$ cat src/rtl/ps2_pkg.sv
// Shared types and constants for the PS/2 key decoder: receive FSM states,
// prefix and game-key scan codes, key indices and the (ext, code) lookup.
package ps2_pkg;

  typedef enum logic [1:0] {
    IDLE   = 2'd0,
    DATA   = 2'd1,
    PARITY = 2'd2,
    STOP   = 2'd3
  } rx_state_e;

  localparam int unsigned NUM_KEYS  = 4;
  localparam int unsigned KEY_IDX_W = 2;
  localparam int unsigned BYTE_W    = 8;

  localparam logic [BYTE_W-1:0] CODE_E0    = 8'hE0;
  localparam logic [BYTE_W-1:0] CODE_F0    = 8'hF0;
  localparam logic [BYTE_W-1:0] CODE_LEFT  = 8'h6B;
  localparam logic [BYTE_W-1:0] CODE_RIGHT = 8'h74;
  localparam logic [BYTE_W-1:0] CODE_JUMP  = 8'h12;
  localparam logic [BYTE_W-1:0] CODE_SHOOT = 8'h1A;

  localparam logic [KEY_IDX_W-1:0] KEY_LEFT  = 2'd0;
  localparam logic [KEY_IDX_W-1:0] KEY_RIGHT = 2'd1;
  localparam logic [KEY_IDX_W-1:0] KEY_JUMP  = 2'd2;
  localparam logic [KEY_IDX_W-1:0] KEY_SHOOT = 2'd3;

  typedef struct packed {
    logic                 hit;
    logic [KEY_IDX_W-1:0] idx;
  } key_lookup_t;

  // Left/right only match with the E0 prefix; jump/shoot only without it.
  function automatic key_lookup_t key_lookup(input logic ext, input logic [BYTE_W-1:0] code);
    key_lookup_t r;
    r = '0;
    case ({ext, code})
      {1'b1, CODE_LEFT}:  begin r.hit = 1'b1; r.idx = KEY_LEFT;  end
      {1'b1, CODE_RIGHT}: begin r.hit = 1'b1; r.idx = KEY_RIGHT; end
      {1'b0, CODE_JUMP}:  begin r.hit = 1'b1; r.idx = KEY_JUMP;  end
      {1'b0, CODE_SHOOT}: begin r.hit = 1'b1; r.idx = KEY_SHOOT; end
      default:            r = '0;
    endcase
    return r;
  endfunction

endpackage

$ cat src/rtl/ps2_frame_rx.sv
// PS/2 frame receiver: pin synchronizers, falling-edge detect, 11-bit frame
// FSM with odd-parity/stop check. Optional watchdog under PS2_WATCHDOG_EN.
module ps2_frame_rx
  import ps2_pkg::*;
#(
  parameter int unsigned SYNC_STAGES    = 2,
  parameter int unsigned TIMEOUT_CYCLES = 100000
) (
  input  logic              clk,
  input  logic              rst_n,
  input  logic              ps2_clk,
  input  logic              ps2_data,
  output logic [BYTE_W-1:0] byte_c,
  output logic              valid_c,
  output logic              err_c
);

  if (SYNC_STAGES < 2 || TIMEOUT_CYCLES < 2) begin : g_bad_param
    $error("ps2_frame_rx: SYNC_STAGES and TIMEOUT_CYCLES must both be >= 2");
  end

  logic [SYNC_STAGES-1:0] clk_sync_q, data_sync_q;
  logic                   clk_prev_q;
  rx_state_e              state_q, state_d;
  logic [BYTE_W-1:0]      shift_q, shift_d;
  logic [2:0]             cnt_q, cnt_d;
  logic                   par_q, par_d;
  logic                   clk_s, data_s, fall;

  assign clk_s  = clk_sync_q[SYNC_STAGES-1];
  assign data_s = data_sync_q[SYNC_STAGES-1];
  assign fall   = clk_prev_q & ~clk_s;
  assign byte_c = shift_q;

  // Synchronizers reset to the idle-high line level so reset never fakes an edge.
  always_ff @(posedge clk or negedge rst_n) begin
    if (!rst_n) begin
      clk_sync_q  <= '1;
      data_sync_q <= '1;
      clk_prev_q  <= 1'b1;
    end else begin
      clk_sync_q  <= {clk_sync_q[SYNC_STAGES-2:0], ps2_clk};
      data_sync_q <= {data_sync_q[SYNC_STAGES-2:0], ps2_data};
      clk_prev_q  <= clk_s;
    end
  end

`ifdef PS2_WATCHDOG_EN
  localparam int unsigned WD_W = $clog2(TIMEOUT_CYCLES + 1);
  logic [WD_W-1:0] wd_q, wd_d;
  logic            wd_expired;

  assign wd_expired = (wd_q == WD_W'(TIMEOUT_CYCLES - 1));

  always_comb begin
    wd_d = wd_q;
    if (fall) begin
      wd_d = '0;
    end else if (state_q != IDLE && !wd_expired) begin
      wd_d = wd_q + WD_W'(1);
    end
  end

  always_ff @(posedge clk or negedge rst_n) begin
    if (!rst_n) wd_q <= '0;
    else        wd_q <= wd_d;
  end
`endif

  always_ff @(posedge clk or negedge rst_n) begin
    if (!rst_n) begin
      state_q <= IDLE;
      shift_q <= '0;
      cnt_q   <= '0;
      par_q   <= 1'b0;
    end else begin
      state_q <= state_d;
      shift_q <= shift_d;
      cnt_q   <= cnt_d;
      par_q   <= par_d;
    end
  end

  always_comb begin
    state_d = state_q;
    shift_d = shift_q;
    cnt_d   = cnt_q;
    par_d   = par_q;
    valid_c = 1'b0;
    err_c   = 1'b0;
    if (fall) begin
      case (state_q)
        IDLE: begin
          if (!data_s) begin
            state_d = DATA;
            cnt_d   = '0;
          end
        end
        DATA: begin
          shift_d = {data_s, shift_q[BYTE_W-1:1]};
          cnt_d   = cnt_q + 3'd1;
          if (cnt_q == 3'd7) state_d = PARITY;
        end
        PARITY: begin
          par_d   = data_s;
          state_d = STOP;
        end
        STOP: begin
          state_d = IDLE;
          if (data_s && (^{shift_q, par_q})) valid_c = 1'b1;
          else                               err_c   = 1'b1;
        end
        default: state_d = IDLE;
      endcase
    end
`ifdef PS2_WATCHDOG_EN
    else if (state_q != IDLE && wd_expired) begin
      state_d = IDLE;
      err_c   = 1'b1;
    end
`endif
  end

endmodule

$ cat src/rtl/ps2_keys.sv
// PS/2 keyboard to held-key levels: E0/F0 prefix tracking and game-key lookup
// on top of ps2_frame_rx. Watchdog compiled in with PS2_WATCHDOG_EN.
module ps2_keys
  import ps2_pkg::*;
#(
  parameter int unsigned SYNC_STAGES    = 2,
  parameter int unsigned TIMEOUT_CYCLES = 100000
) (
  input  logic                clk,
  input  logic                rst_n,
  input  logic                ps2_clk,
  input  logic                ps2_data,
  output logic [NUM_KEYS-1:0] keys,
  output logic [BYTE_W-1:0]   scan_code,
  output logic                scan_valid,
  output logic                frame_err
);

  logic [BYTE_W-1:0]   rx_byte_c;
  logic                rx_valid_c, rx_err_c;
  key_lookup_t         lk_c;

  logic [NUM_KEYS-1:0] keys_q, keys_d;
  logic [BYTE_W-1:0]   scan_code_q, scan_code_d;
  logic                scan_valid_q, scan_valid_d;
  logic                frame_err_q, frame_err_d;
  logic                ext_q, ext_d, brk_q, brk_d;

  ps2_frame_rx #(
    .SYNC_STAGES    (SYNC_STAGES),
    .TIMEOUT_CYCLES (TIMEOUT_CYCLES)
  ) u_rx (
    .clk      (clk),
    .rst_n    (rst_n),
    .ps2_clk  (ps2_clk),
    .ps2_data (ps2_data),
    .byte_c   (rx_byte_c),
    .valid_c  (rx_valid_c),
    .err_c    (rx_err_c)
  );

  assign lk_c = key_lookup(ext_q, rx_byte_c);

  always_comb begin
    keys_d       = keys_q;
    scan_code_d  = scan_code_q;
    ext_d        = ext_q;
    brk_d        = brk_q;
    scan_valid_d = rx_valid_c;
    frame_err_d  = rx_err_c;
    if (rx_err_c) begin
      ext_d = 1'b0;
      brk_d = 1'b0;
    end else if (rx_valid_c) begin
      scan_code_d = rx_byte_c;
      if (rx_byte_c == CODE_E0) begin
        ext_d = 1'b1;
      end else if (rx_byte_c == CODE_F0) begin
        brk_d = 1'b1;
      end else begin
        if (lk_c.hit) keys_d[lk_c.idx] = ~brk_q;
        ext_d = 1'b0;
        brk_d = 1'b0;
      end
    end
  end

  always_ff @(posedge clk or negedge rst_n) begin
    if (!rst_n) begin
      keys_q       <= '0;
      scan_code_q  <= '0;
      scan_valid_q <= 1'b0;
      frame_err_q  <= 1'b0;
      ext_q        <= 1'b0;
      brk_q        <= 1'b0;
    end else begin
      keys_q       <= keys_d;
      scan_code_q  <= scan_code_d;
      scan_valid_q <= scan_valid_d;
      frame_err_q  <= frame_err_d;
      ext_q        <= ext_d;
      brk_q        <= brk_d;
    end
  end

  assign keys       = keys_q;
  assign scan_code  = scan_code_q;
  assign scan_valid = scan_valid_q;
  assign frame_err  = frame_err_q;

endmodule

$ cat config.mk
export PLATFORM = sky130hd
export DESIGN_NAME = ps2_keys
export DESIGN_NICKNAME = d
export VERILOG_FILES = /design/src/rtl/ps2_pkg.sv /design/src/rtl/ps2_frame_rx.sv /design/src/rtl/ps2_keys.sv
export SDC_FILE = /design/constraint.sdc
export NUM_CORES = 1
export LEC_CHECK = 0
export ABC_AREA = 1
export CORE_ASPECT_RATIO = 1.75
export CORE_MARGIN = 4
export CORE_UTILIZATION = 39
export DETAILED_ROUTE_END_ITERATION = 10
export HOLD_SLACK_MARGIN = 0.02
export PLACE_DENSITY = 0.65
export SYNTH_ARGS = -nofsm -noshare
export SYNTH_HDL_FRONTEND = slang
export SYNTH_SLANG_ARGS = --single-unit
$ cat constraint.sdc
create_clock -name clk -period 1.95 [get_ports clk]
set_clock_uncertainty 0.2 [all_clocks]
set_input_delay 0.39 -clock clk [delete_from_list [all_inputs] [get_ports clk]]
set_output_delay 0.39 -clock clk [all_outputs]
set_load 0.01 [all_outputs]
Yosys cells after proc, flatten, opt, wreduce, memory -nomap -nowiden
Cells that the tools add are included.

word-level totals
  bits of input ports = 4
  logic and storage cells = 73
  flip-flop bits (word level) = 35
  output and inout port bits = 14

cells by class
  add/subtract/negate cells = 1
  magnitude comparators = 2
  bitwise gates (word level) = 6
  equality and inequality tests = 14
  reduce and logical (&&, ||, !) cells = 14
  muxes and demuxes = 23

operators by type and width
  cell                   count
  $eq A9 B5 Y1 const B   2
  $eq A9 B9 Y1 const B   2
  $eq A8 B8 Y1 const B   2
  $mux W1                15
  $pmux W3 S4            1
  $reduce_and A2 Y1      5
  $reduce_xor A9 Y1      1
  $pmux W2 S4            1
  $pmux W3 S2            1
  $reduce_and A3 Y1      2
  $not A1 Y1             5
  $reduce_and A5 Y1      1
  $bwmux W4              1
  $eq A2 B2 Y1 const B   2
  $mux W2                2
  $ne A2 B2 Y1 const B   2
  $reduce_bool A2 Y1     2
  $add A3 B1 Y3 const B  1
  $eq A3 B3 Y1 const B   1
  $lt A2 B3 Y1 const B   1
  $mux W3                1
  $ne A3 B3 Y1 const B   1
  $demux W1 S2           1
  $eq A2 B1 Y1 const B   1
  other kinds (5)        6

Longest topological paths before layout
Gate-level depths: netlist of run 1.

  depth in word-level cells = 7
  depth in mapped cells = 14
  depth with buffers taken out = 13

Hierarchy
A second synthesis of run 1 with hierarchy kept.

unflattened totals
  cell total of the unflattened synthesis = 228
  area total of the unflattened synthesis = 1855.5 µm²

modules (own cells, without submodules)
  module        area each (µm²)  times used  seq. area each (µm²)  cells an instance
  ps2_frame_rx  944.7            1           481.7                 111
  ps2_keys      910.9            1           400.4                 117

Worst setup path after synthesis of run 1
OpenSTA, ideal clock, no wires.

  path kind = reg-to-reg
  start = register u_rx.clk_prev_q
  end = register keys_q[1] (netlist: keys[1])
  period minus slack after synthesis = 1.833 ns
  library setup time = 0.113 ns
  stages on the path, launching flop included = 10
  arrival = 1.520 ns
  path slack = 0.117 ns
  path buffers = 0
  required time = 1.637 ns
  path through = dfstp_2 inv_1 nor2_1 nand2_1 nor2_1 inv_1 nor2_1 nand3_1 nand2_1 inv_1

between the ends
  word-level cells in the longest chain between the ends = 4
  elaborated cells between the ends (all ways) = 5
  those cells by class = mux: 2; bitwise: 2; reduce/logical: 1

ends and longest elaborated chain
  item                                  RTL line            RTL
  start: declaration                    ps2_frame_rx.sv:23  logic clk_prev_q;
  start signal: assignment              ps2_frame_rx.sv:44  clk_prev_q <= clk_s;
  $and A1 B1 Y1 *                       ps2_frame_rx.sv:32  assign fall = clk_prev_q & ~clk_s;
  $mux W1                               ps2_frame_rx.sv:91  if (fall) begin
  $not A1 Y1 (no source line)           n/a
  $reduce_and A5 Y1 (no source line) *  n/a
  end signal: assignment                ps2_keys.sv:77      keys_q <= keys_d;
  end: declaration                      ps2_keys.sv:23      logic [NUM_KEYS-1:0] keys_q, keys_d;

Mark *: on every way between the ends. The rest lies on a longest branch, timed or not.
A chain may end at the register's enable or synchronous reset.

Worst setup path after layout of run 1
  start = register u_rx.shift_q[4] (netlist: u_rx.byte_c[4])
  end = register scan_code_q[1] (netlist: scan_code[1])

between the ends
  elaborated cells between the ends (all ways) = 10
  those cells by class = mux: 6; bitwise: 1; reduce/logical: 3

RTL lines
  item                                RTL line             RTL
  start: declaration                  ps2_frame_rx.sv:25   logic [BYTE_W-1:0] shift_q, shift_d;
  start signal: assignment            ps2_frame_rx.sv:78   shift_q <= shift_d;
  $reduce_xor A9 Y1                   ps2_frame_rx.sv:110  if (data_s && (^{shift_q, par_q})) valid_c = 1'b1;
  $logic_and A1 B1 Y1                 ps2_frame_rx.sv:110
  $mux W1                             ps2_frame_rx.sv:110
  $mux W1                             ps2_frame_rx.sv:92   case (state_q)
  $mux W1                             ps2_frame_rx.sv:91
  net rx_valid_c                      ps2_keys.sv:20       logic rx_valid_c, rx_err_c;
  $reduce_and A2 Y1 (no source line)  n/a
  end signal: assignment              ps2_keys.sv:78       scan_code_q <= scan_code_d;
  end: declaration                    ps2_keys.sv:24       logic [BYTE_W-1:0] scan_code_q, scan_code_d;

The timed path passes the listed nets, and every way through them passes these cells.

==> results.toml, run 1 <==
[timing]
fmax_ghz = 0.5473
hold_violations = 0
setup_viol = 0
worst_pin_slew_ps = 456.9
whs_ps = 157.1
tns_ps = 0
rsz0062_at_grt = "yes"
slew_headroom = 0.6946
report.final.slew_viol_count = 0
fin_crit_sh = 0.9371
min_period_ps = 1827

[routing]
dr.pass1.iters = 4
wire_per_inst_um = 12.06
drc = 0
route.antenna.remaining_nets = 0
vias = 1361
drt_iter0_markers = 51
routed_wl_um = 3376
avgViaCountPerCell = 4.861

[clock_tree]
ctsHoldBuffers = 0
clk_pin_slew_ps = 70
clock_latency_ps = 280
cts_buffers = 5
cts.sink_count = 35
clk_path_buf_depth = 2
htree_num_levels = 2
cts_tree = "done"
clockRootBuffer = "clkbuf_8"

[placement]
gp_congestion = 0.8335
portBuffers = 17
placed_area_um2 = 1992
dp_hpwl_um = 2412

[synth]
seq_area_frac_synth = 0.5161
synthCells = 197
synth_area_leaders = "dfrtp_1, nand2_1, dfstp_2"
synth_nets = 207
yosys.area.top_type = "dfrtp_1"
ys_warn_count = 0
synth_top_area_share = 0.4392
syn_area_um2 = 1709
ys_ff_latch = 35
syn-mean-instance-area_um2 = 8.676
synth_cell_types = 23

[finish]
final_common_cell = "nand2_1"
stdcell_area_um2 = 2172
final_layout_size_suffix_gt1_frac = 0.2468
multi_input_area_um2 = 738.2
regArea_um2 = 885.9
antenna_cells = 0
mostFrequentLayoutCells = "nand2_1, dfrtp_1, inv_1"
fill_cells = 390
fin_nets = 240
area_growth_pct = 27.09

[grt]
grt_pass1_wl_um = 5927
grt_most_used_layer = "met2"
grt_max_degree = 36
met1_usage = 0.1575
antenna_found_initial = 0
grt_usage = 0.1424
gr-usage-met3 = 0.03659
grt_util_met2 = 0.2425
grt-ovfl-total = 0
first_global_vias = 1367

[die]
core_um2 = 4189
io_pins = 18
dieArea_um2 = 5547
die_w_um = 58.04
rows = 31
start_util = 0.4080
chipHeight_um = 95.58

[setup_path]
critPathRequiredTime_ps = 1930
cp_max_fo = 16
startpoint_type = "flop"
endpoint_kind = "flop"
arrival_ps = 1810
path_cells = "xnor2_1, inv_1, nand2_2, nand2_1, nand2_2, nand3_4, nor2_4, inv_6, nand2_1, o21ai_2"
critical-path-slowest-cell = "dfrtp_1"
critPathMaxStageDelay_ps = 450
crit_family = "simple AND/OR/NAND/NOR gates"
critPathBufInv = 2
critPathKind = "reg2reg"

[worst_hold_path]
worstHoldPathType = "reg2reg"

[flow_run]
maxCapViolations = 0

[pwr]
power_density_nw_per_um2 = 1232
ir_worst_vdd_v = 0.0007521
leakagePower_nw = 1.052
p_total_mw = 2.676

[outcome]
status = "complete, no violations"
==> metal layers <==
layer	part of all wire	vias up	wire (µm)
met1	0.42	638	1404
met3	0.033	10	111
li1	-	688	-
met2	0.52	25	1763
met4	0.028	0	96
met5	0	-	0
==> logic make-up (layout without fill, tap and decap cells) <==
| group | count (synthesis) | after routing | share of synthesized area |
|---|---|---|---|
| AOI/OAI and AO/OA | 27 | 27 | 0.09663 |
| DFF | 35 | 35 | 0.5161 |
| and+or+nand+nor | 95 | 95 | 0.2467 |
| adders and majority gates | 6 | 6 | 0.04392 |
| buffers and inverters | 32 | 66 | 0.08199 |
| xor gates and xnor gates | 2 | 2 | 0.01464 |
==> path summary, 6_finish.rpt <==
check,from,endpoint,slack (ps),cells after the start
min,u_rx.data_sync_q[0],u_rx.data_sync_q[1],160,0
max,u_rx.byte_c[4],scan_code[1],120,10
min in group asynchronous,rst_n,u_rx.byte_c[2],270,2
max reg2reg,u_rx.byte_c[4],scan_code[1],120,10
min reg2reg,u_rx.data_sync_q[0],u_rx.data_sync_q[1],160,0
max in group asynchronous,rst_n,u_rx.clk_sync_q[0],1030,2
==> what timing repair did <==
action,CTS,global route
buffers inserted,0,3
endpoints found under the hold margin,0,0
endpoints found under the setup margin,0,12
resized for setup,0,17
==> Yosys cell counts (all sizes together) <==
cell type	n
a21oi	4
buf	2
clkbuf	1
dfrtp	30
dfstp	5
ha	6
inv	29
nand2	59
nand3	12
nand4	7
nor2	14
nor3	2
nor4	1
o21ai	23
xnor2	1
xor2	1
==> power by group <==
part           total (mW)  internal, mW  switching [mW]
Clock               0.577         0.322           0.255
Combinational        1.10         0.443           0.657
Sequential          0.999         0.874           0.125
==> state kept, by name (all words and copies together) (netlist names) <==
| register | flops |
|---|---|
| scan_code | 8 |
| u_rx.byte_c | 8 |
| keys | 4 |
| u_rx.cnt_q | 3 |
| u_rx.clk_sync_q | 2 |
| u_rx.data_sync_q | 2 |
| u_rx.state_q | 2 |
| brk_q | 1 |
| ext_q | 1 |
| frame_err | 1 |
| scan_valid | 1 |
| u_rx.clk_prev_q | 1 |
| u_rx.par_q | 1 |
==> per-stage QoR <==
step / instances / worst slack (ps) / util
2_1_floorplan: 197 / 116.8 / -
3_3_place_gp: 269 / 61.80 / 0.4755
3_5_place_dp: 269 / 68.81 / 0.4755
4_1_cts: 277 / 53.71 / 0.4994
5_1_grt: 280 / -40.09 / 0.5185
6_report: 280 / 122.7 / 0.5185
==> cell type report <==
| class | count | area share |
|---|---|---|
| clock buffers | 8 | 0.04608 |
| inverters | 29 | 0.05242 |
| well taps | 49 | 0.02823 |
| flip-flops and latches | 35 | 0.4078 |
| multi-input cells | 130 | 0.3399 |
| repair buffers | 29 | 0.1256 |
Power figures use the tool's default switching activity.
==> inputs of run 2 (changes only) <==
clock period = 1.65 ns   (was 1.95 ns; I/O delays follow)
==> results.toml, run 2 (synthesized netlist as in run 1, its figures left out) <==
[timing]
setup_viol = 16
worst_pin_slew_ps = 219.3
report.final.slew_viol_count = 0
slew_headroom = 0.8524
setup_ws_ps = -274.5
fin_crit_sh = 1.166
rsz0062_at_grt = "yes"
fmax_ghz = 0.5196
min_period_ps = 1924
hold_violations = 0

[finish]
fin_nets = 268
final_common_cell = "nand2_1"
fill_cells = 338
final_cells = 308
final_layout_size_suffix_gt1_frac = 0.4131
area_growth_pct = 47.07
mostFrequentLayoutCells = "nand2_1, buf_4, dfrtp_1"
antenna_cells = 0

[placement]
place_inst = 288
gp_congestion = 0.8771
portBuffers = 17
place_ws_ps = -187.0
dp_hpwl_um = 2602

[routing]
routed_wl_um = 4129
drc = 0
vias = 1507
wire_per_inst_um = 13.41
route.antenna.remaining_nets = 0
avgViaCountPerCell = 4.893
drt_iter0_markers = 60
dr.pass1.iters = 4

[setup_path]
startpoint_type = "flop"
critPathMaxStageDelay_ps = 450
critPathKind = "reg2reg"
endpoint_kind = "flop"
cp_max_fo = 16
critPathRequiredTime_ps = 1640
critical-path-slowest-cell = "dfrtp_1"
path_cells = "inv_2, nand2_1, nand2_1, nand2_4, nand2_2, nand2_4, nand2_2, nand2_2, nand3_4, nor2_4, inv_6, nand2_1, o21ai_2"
arrival_ps = 1910

[grt]
grt_max_degree = 36
grt_usage = 0.1443
grt-ovfl-total = 0
first_global_vias = 1365
grt_pass1_wl_um = 6030
antenna_found_initial = 0

[clock_tree]
cts_buffers = 5
htree_num_levels = 2
clock_latency_ps = 290
clk_path_buf_depth = 2
clockRootBuffer = "clkbuf_8"
clk_pin_slew_ps = 70
cts_tree = "done"
cts.sink_count = 35

[pwr]
ir_worst_vdd_v = 0.0009358
leakagePower_nw = 1.294
power_density_nw_per_um2 = 1557

[outcome]
status = "complete, but fails checks"
violations = "setup timing"

[flow_run]
maxCapViolations = 0

[die]
rows = 31
start_util = 0.4080
io_pins = 18
dieArea_um2 = 5547
chipHeight_um = 95.58
die_w_um = 58.04
core_um2 = 4189

[worst_hold_path]
worstHoldPathType = "reg2reg"
run 2: cell count changes in the layout (fill, tap and decap cells not counted), moves of 4 or more:
cell / before / now
dlygate4sd2_1: 0 / 14
buf_6: 0 / 7
buf_4: 11 / 31
nand2_2: 8 / 13
nand2_1: 51 / 43
clkdlybuf4s50_1: 17 / 3
nor2_1: 10 / 6
run 2: report_power, final:
part | total [mW] | internal [mW] | leakage, nW | switching [mW]
Sequential | 1.20 | 1.03 | 0.458 | 0.167
Clock | 0.655 | 0.337 | 0.0482 | 0.318
Combinational | 2.06 | 0.960 | 0.788 | 1.10
Total | 3.91 | 2.33 | 1.29 | 1.59
run 2: cell type report:
| type | count | area [µm²] | share of cell area |
|---|---|---|---|
| sequential | 35 | 884.6 | 0.3519 |
| multi-input combinational | 130 | 858.3 | 0.3415 |
| timing repair buffer | 57 | 504.2 | 0.2006 |
| inverter | 29 | 113.9 | 0.04530 |
| clock buffer | 7 | 86.33 | 0.03435 |
| tap | 49 | 61.31 | 0.02439 |
| clock inverter | 1 | 5.005 | 0.001991 |
run 2: path summary, 6_finish.rpt:
check,slack [ps],endpoint,from,cells after the start
worst max-delay path,-270,scan_code[0],u_rx.byte_c[5],13
worst min-delay path,160,u_rx.data_sync_q[1],u_rx.data_sync_q[0],0
worst max register to register,-270,scan_code[0],u_rx.byte_c[5],13
worst min register to register,160,u_rx.data_sync_q[1],u_rx.data_sync_q[0],0
max in group asynchronous,800,u_rx.data_sync_q[0],rst_n,2
min in group asynchronous,200,keys[3],rst_n,2
run 2: metal layers:
layer  GRT usage  vias to the layer above  share of wire
li1            -                      745              -
met1      0.1470                      726           0.38
met2      0.2708                       28           0.56
met3     0.03252                        8          0.033
met4     0.06576                        0          0.023
met5           0                        -              0
run 2: through the flow:
stage	setup TNS, ps	power [mW]	hold WS [ps]	utilization	cell area, µm²
finish	-3719	3.913	156.1	0.6001	2514
global route	-6058	4.174	158.2	0.6001	2514
CTS	-1941	3.365	157.5	0.5573	2335
detailed placement	-2171	2.536	147.0	0.5185	2172
global placement	-1642	2.497	145.4	0.5185	2172
floorplan	-517.8	2.005	-165.6	-	1734
run 2: timing repair:
| item | CTS | global route |
|---|---|---|
| gates resized for setup | 32 | 31 |
| buffers inserted | 4 | 10 |
| endpoints found under the setup margin | 28 | 18 |
| cloned | 0 | 0 |
| pin swaps | 8 | 16 |
| hold buffers | 0 | 0 |
run 2: worst max-delay path: cells and delay by family (launching register included):
family / cells / cell delay [ps]
AND/OR/NAND/NOR: 10 / 960
flip-flops: 1 / 450
AO/OA/AOI/OAI: 1 / 50
buffers and inverters: 2 / 160
==> inputs of run 3 (changes only) <==
CELL_PAD_IN_SITES_DETAIL_PLACEMENT = 1   (was default)
CELL_PAD_IN_SITES_GLOBAL_PLACEMENT = 1   (was default)
CORE_UTILIZATION = 38   (was 39)
CTS_CLUSTER_DIAMETER = 30   (was default)
PLACE_DENSITY = 0.79   (was 0.65)
==> results.toml, run 3 (synthesized netlist as in run 1, its figures left out) <==
[flow_run]
maxCapViolations = 0

[setup_path]
r2r-start = "u_rx.byte_c[5]"
r2r_slack_ps = -260
arrival_ps = 1890
cp_max_fo = 16
critPathBufInv = 1
worst_r2r_endpoint = "scan_code[6]"
crit_path_frequent_cell = "nand2_2"
critPathKind = "reg2reg"
worst_r2r_path_depth = 12
endpoint_kind = "flop"
crit_family = "simple AND/OR/NAND/NOR gates"
path_cells = "nor2_1, nor2_2, nand2_2, nand2_2, nand2_4, nand2_2, nand2_2, nand3_4, nor2_4, inv_6, nand2_1, o21ai_2"
critical-path-slowest-cell = "dfrtp_1"
critPathMaxStageDelay_ps = 430
critPathRequiredTime_ps = 1630
startpoint_type = "flop"

[outcome]
violations = "setup timing"
status = "complete, but fails checks"

[worst_hold_path]
whs_path_depth = 0
worstHoldPathType = "reg2reg"
worstHoldEndpoint = "u_rx.clk_sync_q[1]"
hp-start = "u_rx.clk_sync_q[0]"

[die]
dieArea_um2 = 5677
die_w_um = 58.70
io_pins = 18
core_um2 = 4364
start_util = 0.3916
chipHeight_um = 96.72
rows = 32

[pwr]
power_density_nw_per_um2 = 1555
leakagePower_nw = 1.280
ir_worst_vdd_v = 0.0009632
p_total_mw = 3.824

[clock_tree]
cts_tree = "done"
cts.sink_count = 35
ctsHoldBuffers = 0
htree_num_levels = 2
clk_pin_slew_ps = 70
clk_path_buf_depth = 2
clockRootBuffer = "clkbuf_8"
cts_buffers = 5
clock_latency_ps = 290

[grt]
grt_pass1_wl_um = 7790
grt_usage = 0.1805
antenna_found_initial = 0
first_global_vias = 1682
grt_max_degree = 21
grt-ovfl-total = 0

[routing]
dr.pass1.iters = 4
routed_wl_um = 4895
avgViaCountPerCell = 5.077
drt_iter0_markers = 48
route.antenna.remaining_nets = 0
drc = 0
wire_per_inst_um = 15.79
vias = 1574

[timing]
worst_pin_slew_ps = 327.5
setup_viol = 16
rsz0062_at_grt = "yes"
whs_ps = 155.5
report.final.slew_viol_count = 0
hold_violations = 0
setup_ws_ps = -262.6
min_period_ps = 1913
fin_crit_sh = 1.159
tns_ps = -3593
slew_headroom = 0.7817
fmax_ghz = 0.5229

[finish]
area_growth_pct = 43.92
antenna_cells = 0
fin_nets = 268
fin_util = 0.5636
final_common_cell = "nand2_1"
mostFrequentLayoutCells = "nand2_1, buf_4, dfrtp_1"
final_layout_size_suffix_gt1_frac = 0.4170

[placement]
portBuffers = 17
gp_congestion = 0.8220
dp_hpwl_um = 3252
==> run 3: where the power goes <==
part | internal [mW] | switching (mW) | leakage (nW) | total (mW)
Combinational | 0.879 | 1.12 | 0.774 | 2.00
Sequential | 1.03 | 0.157 | 0.458 | 1.19
Clock | 0.336 | 0.300 | 0.0482 | 0.636
==> run 3: what timing repair did <==
action	in CTS	in global routing
setup buffers	6	3
resized for setup	33	24
setup endpoints to repair	30	21
pin swaps	5	7
==> run 3: worst max path at each step <==
stage	from	end	slack, ps	cells past startpoint
floorplan	u_rx.byte_c[5]	scan_code[3]	-100	13
global placement	u_rx.byte_c[1]	keys[1]	-210	12
detailed placement	u_rx.byte_c[1]	keys[1]	-250	12
CTS	u_rx.byte_c[1]	scan_code[6]	-190	12
global route	u_rx.byte_c[5]	keys[1]	-350	12
finish	u_rx.byte_c[5]	scan_code[6]	-260	12
==> run 3: per-layer routing <==
layer | GRT usage | part of all wire | vias to the layer above | routed length [µm]
li1 | - | - | 746 | -
met1 | 0.1812 | 0.36 | 796 | 1770
met2 | 0.3376 | 0.59 | 23 | 2902
met3 | 0.03471 | 0.026 | 9 | 125
met4 | 0.08202 | 0.020 | 0 | 97
met5 | 0 | 0 | - | 0
==> run 3: worst reg2reg max path: stages (launching register included) <==
cell	delay [ps]
dfrtp_1	430
nor2_1	180
nor2_2	80
nand2_2	100
nand2_2	80
nand2_4	90
nand2_2	60
nand2_2	80
nand3_4	90
nor2_4	170
inv_6	100
nand2_1	90
o21ai_2	50
==> run 3: final cells by class <==
class	count	area, µm²
multi-input cells	130	829.5
well taps	51	63.81
clock buffers	7	86.33
inverters	29	113.9
fillers	512	1904
repair buffers	57	476.7
clock inverters	1	5.005
flip-flops and latches	35	884.6
==> run 3: through the flow <==
step | std cells | setup WS [ps] | area, µm²
2_1_floorplan | 197 | -96.56 | 1734
3_3_place_gp | 293 | -213.4 | 2185
3_5_place_dp | 293 | -254.7 | 2185
4_1_cts | 307 | -194.4 | 2359
5_1_grt | 310 | -353.0 | 2460
6_report | 310 | -262.6 | 2460
